[config.mk]
export PLATFORM = sky130hd
export DESIGN_NAME = mcycle_sequencer
export DESIGN_NICKNAME = d
export VERILOG_FILES = /design/src/rtl/mcycle_pkg.sv /design/src/rtl/mcycle_iter_core.sv /design/src/rtl/mcycle_sequencer.sv
export SDC_FILE = /design/constraint.sdc
export NUM_CORES = 1
export LEC_CHECK = 0
export ABC_CLOCK_PERIOD_IN_PS = 12800
export CORE_MARGIN = 2
export CORE_UTILIZATION = 58
export DETAILED_ROUTE_END_ITERATION = 10
export PLACE_DENSITY = 0.81
export SYNTH_ARGS = -nofsm -noshare
export SYNTH_HDL_FRONTEND = slang
export SYNTH_SLANG_ARGS = --single-unit
[constraint.sdc]
create_clock -name CLK -period 12.8 [get_ports CLK]
set_input_delay 2.56 -clock CLK [delete_from_list [all_inputs] [get_ports CLK]]
set_output_delay 2.56 -clock CLK [all_outputs]
set_load 0.03 [all_outputs]
[src/rtl/mcycle_pkg.sv]
// rtl/mcycle_pkg.sv - shared op codes and FSM states for the multi-cycle mul/div unit
package mcycle_pkg;

  // MCycleOp encodings, shared with the decoder stage
  localparam logic [1:0] MC_SMUL = 2'b00;
  localparam logic [1:0] MC_UMUL = 2'b01;
  localparam logic [1:0] MC_SDIV = 2'b10;
  localparam logic [1:0] MC_UDIV = 2'b11;

  typedef enum logic [1:0] {
    IDLE    = 2'd0,
    COMPUTE = 2'd1,
    DONE    = 2'd2
  } mc_state_e;

endpackage

[src/rtl/mcycle_iter_core.sv]
// rtl/mcycle_iter_core.sv - one shift-add multiply or restoring divide step
module mcycle_iter_core #(
  parameter int WIDTH = 32
) (
  input  logic                 is_div_i,
  // MUL: {high accumulator, multiplier}; DIV: {remainder, quotient}
  input  logic [2*WIDTH-1:0]   acc_i,
  // MUL: multiplicand magnitude; DIV: divisor magnitude
  input  logic [WIDTH-1:0]     operand_i,
  output logic [2*WIDTH-1:0]   acc_o
);

  logic [WIDTH:0]   mul_sum;
  logic [WIDTH:0]   rem_sh;
  logic             trial_neg;
  logic [WIDTH-1:0] trial_diff;

  // Next accumulator value for a single iteration
  always_comb begin
    // Add the multiplicand into the high half when the multiplier LSB is set,
    // keeping the carry so the right shift brings it back in
    mul_sum = {1'b0, acc_i[2*WIDTH-1:WIDTH]};
    if (acc_i[0]) begin
      mul_sum = mul_sum + {1'b0, operand_i};
    end

    // The shifted remainder can exceed WIDTH bits, so the trial is done at
    // WIDTH+1 bits; a non-negative difference always fits back into WIDTH bits
    rem_sh     = acc_i[2*WIDTH-1:WIDTH-1];
    trial_neg  = (rem_sh < {1'b0, operand_i});
    trial_diff = rem_sh[WIDTH-1:0] - operand_i;

    if (is_div_i) begin
      if (trial_neg) begin
        acc_o = {rem_sh[WIDTH-1:0], acc_i[WIDTH-2:0], 1'b0};
      end else begin
        acc_o = {trial_diff, acc_i[WIDTH-2:0], 1'b1};
      end
    end else begin
      acc_o = {mul_sum, acc_i[WIDTH-1:1]};
    end
  end

endmodule

[src/rtl/mcycle_sequencer.sv]
// rtl/mcycle_sequencer.sv - multi-cycle multiply/divide sequencer with pipeline stall
module mcycle_sequencer
  import mcycle_pkg::*;
#(
  parameter int WIDTH = 32
) (
  input  logic             CLK,
  input  logic             RESETn,
  input  logic             Start,
  input  logic [1:0]       MCycleOp,
  input  logic [WIDTH-1:0] Operand1,
  input  logic [WIDTH-1:0] Operand2,
  output logic [WIDTH-1:0] Result1,
  output logic [WIDTH-1:0] Result2,
  output logic             Busy,
  output logic             Done
);

  localparam int CNT_W = (WIDTH > 1) ? $clog2(WIDTH) : 1;
  localparam logic [CNT_W-1:0] LAST_CNT = CNT_W'(WIDTH - 1);

  mc_state_e          state_q, state_d;
  logic [CNT_W-1:0]   count_q, count_d;
  logic [2*WIDTH-1:0] acc_q, acc_d;
  logic [WIDTH-1:0]   opnd_q, opnd_d;
  logic               is_div_q, is_div_d;
  logic               sign_q, sign_d;
  logic               rsign_q, rsign_d;
  logic               div0_q, div0_d;
  logic [WIDTH-1:0]   result1_q, result1_d;
  logic [WIDTH-1:0]   result2_q, result2_d;

  logic               op_is_div, op_signed;
  logic               sign1, sign2;
  logic [WIDTH-1:0]   mag1, mag2;
  logic [2*WIDTH-1:0] acc_step;
  logic [2*WIDTH-1:0] prod_fix;
  logic [WIDTH-1:0]   quo_fix, rem_fix;

  mcycle_iter_core #(.WIDTH(WIDTH)) u_iter_core (
    .is_div_i  (is_div_q),
    .acc_i     (acc_q),
    .operand_i (opnd_q),
    .acc_o     (acc_step)
  );

  // Operand decode and sign correction of the final iteration's value
  always_comb begin
    op_is_div = (MCycleOp == MC_SDIV) || (MCycleOp == MC_UDIV);
    op_signed = (MCycleOp == MC_SMUL) || (MCycleOp == MC_SDIV);
    sign1     = op_signed & Operand1[WIDTH-1];
    sign2     = op_signed & Operand2[WIDTH-1];
    mag1      = sign1 ? -Operand1 : Operand1;
    mag2      = sign2 ? -Operand2 : Operand2;

    // Product is negated as a full 2*WIDTH unit; a zero divisor leaves the
    // quotient all ones while the remainder sign fix restores raw Operand1
    prod_fix  = sign_q ? -acc_step : acc_step;
    quo_fix   = div0_q ? {WIDTH{1'b1}}
                       : (sign_q ? -acc_step[WIDTH-1:0] : acc_step[WIDTH-1:0]);
    rem_fix   = rsign_q ? -acc_step[2*WIDTH-1:WIDTH] : acc_step[2*WIDTH-1:WIDTH];
  end

  // FSM next state, operand capture, iteration and result load
  always_comb begin
    state_d   = state_q;
    count_d   = count_q;
    acc_d     = acc_q;
    opnd_d    = opnd_q;
    is_div_d  = is_div_q;
    sign_d    = sign_q;
    rsign_d   = rsign_q;
    div0_d    = div0_q;
    result1_d = result1_q;
    result2_d = result2_q;
    case (state_q)
      IDLE: begin
        if (Start) begin
          state_d  = COMPUTE;
          count_d  = '0;
          is_div_d = op_is_div;
          sign_d   = sign1 ^ sign2;
          rsign_d  = sign1;
          div0_d   = op_is_div && (Operand2 == '0);
          acc_d    = {{WIDTH{1'b0}}, (op_is_div ? mag1 : mag2)};
          opnd_d   = op_is_div ? mag2 : mag1;
        end
      end
      COMPUTE: begin
        acc_d   = acc_step;
        count_d = count_q + 1'b1;
        if (count_q == LAST_CNT) begin
          state_d = DONE;
          if (is_div_q) begin
            result1_d = quo_fix;
            result2_d = rem_fix;
          end else begin
            result1_d = prod_fix[WIDTH-1:0];
            result2_d = prod_fix[2*WIDTH-1:WIDTH];
          end
        end
      end
      DONE: begin
        // Start still belongs to the completing instruction here
        state_d = IDLE;
      end
      default: begin
        state_d = IDLE;
      end
    endcase
  end

  // State registers with asynchronous abort of any operation in flight
  always_ff @(posedge CLK or negedge RESETn) begin
    if (!RESETn) begin
      state_q   <= IDLE;
      count_q   <= '0;
      acc_q     <= '0;
      opnd_q    <= '0;
      is_div_q  <= 1'b0;
      sign_q    <= 1'b0;
      rsign_q   <= 1'b0;
      div0_q    <= 1'b0;
      result1_q <= '0;
      result2_q <= '0;
    end else begin
      state_q   <= state_d;
      count_q   <= count_d;
      acc_q     <= acc_d;
      opnd_q    <= opnd_d;
      is_div_q  <= is_div_d;
      sign_q    <= sign_d;
      rsign_q   <= rsign_d;
      div0_q    <= div0_d;
      result1_q <= result1_d;
      result2_q <= result2_d;
    end
  end

  assign Result1 = result1_q;
  assign Result2 = result2_q;
  assign Busy    = ((state_q == IDLE) && Start) || (state_q == COMPUTE);
  assign Done    = (state_q == DONE);

endmodule

==> results.py <==
metrics = {
    "detailed_routing": {
        "first_pass_iters": 5,
        "postRouteAntennaNets": 0,
        "drt-total-wl_mm": 54.5,
        "num_vias": 16175,
        "wl_per_cell_um": 22.5,
        "drtIter0Drc": 1906,
        "viasPerCell": 6.68,
        "drc": 0,
    },
    "logic_synthesis": {
        "synth-edff-count": 0,
        "synth-async-reset-ratio": 1.00,
        "yosysSeqAreaShare": 0.275,
        "synth_warnings": 0,
        "yosys_register_bits": 171,
        "yosysUniqueCellTypes": 90,
        "syn-cell-area_um2": 15600,
        "syn_nets": 2159,
        "synthCells": 2018,
        "syn_area_per_cell_um2": 7.72,
        "synth-main-ff-cell": "dfrtp_1",
    },
    "critical_path": {
        "worstPathCellList": "clkdlybuf4s50_1, nor2_1, or2_2, buf_4, inv_1, clkdlybuf4s50_1",
        "crit_arrival_ns": 4.87,
        "critPathLaunchType": "input pin",
        "cp_top_family": "buffers and inverters",
        "path_buf_inv": 4,
        "worstPathRequired_ns": 10.24,
        "path_class": "input pin to output pin",
        "critPathMaxFanout": 65,
        "end_kind": "output pin",
        "critPathMaxStageDelay_ns": 0.68,
        "cpMostUsedCell": "clkdlybuf4s50_1",
        "cp_slowest_cell": "clkdlybuf4s50_1",
    },
    "cts": {
        "postCtsHoldBufs": 0,
        "insertion_delay_ns": 0.45,
        "cts_tree": "done",
        "cts.sink_count": 171,
        "h-tree-depth": 4,
        "path_clk_slew_ns": 0.09,
        "cts_buffer_depth": 2,
        "cts_buffers": 17,
        "cts_setup_buffers": 0,
        "clock-root-buffer": "clkbuf_16",
        "post_cts_resized": 0,
    },
    "sta": {
        "fin_tns_setup_ns": 0,
        "finalSetupViolations": 0,
        "worst_pin_slew_ns": 1.24,
        "max_freq_ghz": 0.135,
        "whs_ns": 0.481,
        "slew_headroom": 0.173,
        "hold_viol_final": 0,
        "fin_skew_ns": 0.0176,
        "finalCritPeriodShare": 0.580,
        "finalCriticalPeriod_ns": 7.43,
        "slew_violations": 0,
        "rsz0062_at_grt": "no",
    },
    "global_route": {
        "top_usage_layer": "met2",
        "use_met1": 0.516,
        "grt-ovfl-total": 0,
        "grt_max_degree": 125,
        "use_met2": 0.611,
        "grt_util_met3": 0.0606,
        "grt_use_total": 0.385,
        "grt_pass1_vias": 15154,
        "grt_pass1_wl_mm": 85.2,
        "antenna_found_initial": 2,
    },
    "placement": {
        "hpwl_mm": 40.9,
        "gpl.final_weighted_congestion": 0.993,
        "numPortBuffers": 134,
        "dp_cells": 2388,
    },
    "layout": {
        "n_fill_cell": 2237,
        "layout-drive-gt1-share": 0.0552,
        "final_cell_mix": "nand2_1, a21oi_1, o21ai_0",
        "final-instance-count-excl-fill": 2420,
        "insertedDiodeCount": 0,
        "final_common_cell": "nand2_1",
        "areaGrowthSynthToFinish_pct": 13.3,
        "layout.nets": 2213,
    },
    "floorplanning": {
        "placementRows": 59,
        "die_x_um": 168,
        "ios": 135,
        "die_area_um2": 28200,
        "die_h_um": 168,
        "core_area_um2": 26200,
        "initial_core_util": 0.595,
    },
    "flow_run": {
        "maxCapViolCount": 0,
    },
    "status": {
        "outcome": "completed",
    },
    "hold_path": {
        "hp-class": "register to register",
    },
}
==> flip-flops by register name, summed over array words and instances, names as in the netlist <==
name,flops
count_q,5
is_div_q,1
rsign_q,1
div0_q,1
acc_q,64
Result1,32
state_q,2
Result2,32
opnd_q,32
sign_q,1
==> kinds of logic after synthesis <==
family	count (synthesis)	synth area share
buf+inv	200	0.0512
compound gates	706	0.297
fa+ha+maj	72	0.0588
flops	171	0.275
simple gates	675	0.204
mux	50	0.0333
xor+xnor	144	0.0809
==> cells in the mapped netlist (28+ instances only) <==
master,n,share of area
nor2_1,174,0.042
ha_1,70,0.056
xor2_1,51,0.029
mux2i_1,35,0.022
clkbuf_1,84,0.020
inv_1,76,0.018
nand4_1,29,0.012
a21oi_1,184,0.059
dfrtp_1,171,0.27
a21o_1,35,0.017
a31oi_1,34,0.014
o21ai_0,181,0.058
o31ai_1,28,0.013
nor3_1,41,0.013
nand2_1,252,0.061
o221ai_1,30,0.017
nand3_1,45,0.014
xnor2_1,93,0.052
==> path summary, 6_finish.rpt <==
check                       startpoint           to  slack, ns  cells past startpoint
min reg2reg                Result2[23]  Result2[23]       0.48                      2
min in group asynchronous       RESETn  Result1[18]       2.17                      1
max in group asynchronous       RESETn    acc_q[43]       9.01                      2
max reg2reg                  acc_q[34]  Result2[20]       7.01                     18
min                        Result2[23]  Result2[23]       0.48                      2
max                              Start         Busy       5.37                      6
==> tightest hold or removal path: cells and delay by family (launching register included) <==
family	cells	cell delay (ns)
flops	1	0.35
simple gates	1	0.04
compound gates	1	0.06
==> final cells by class <==
class / count / area (um^2) / area share
Multi-Input combinational cell: 1647 / 10500 / 0.595
Sequential cell: 171 / 4280 / 0.242
Timing Repair Buffer: 156 / 1510 / 0.0852
Clock buffer: 17 / 425 / 0.0241
Tap cell: 335 / 419 / 0.0237
Inverter: 79 / 297 / 0.0168
Clock inverter: 15 / 216 / 0.0123
==> routing by layer <==
metal,wire length [um],part of all wire
met1,22100,0.41
met2,24600,0.45
met3,5010,0.092
met4,2670,0.049
met5,13,0.00024
==> per-stage QoR <==
| stage | utilization | worst slack, ns | area [um^2] |
|---|---|---|---|
| 2_1_floorplan | - | 6.93 | 15600 |
| 3_3_place_gp | 0.650 | 5.49 | 17000 |
| 3_5_place_dp | 0.650 | 5.46 | 17000 |
| 4_1_cts | 0.674 | 5.44 | 17700 |
| 5_1_grt | 0.674 | 5.31 | 17700 |
| 6_report | 0.674 | 5.37 | 17700 |
Power is left out: the tool's default activity adds up to more than one toggle a clock period on the data nets, which glitch-free logic cannot reach.
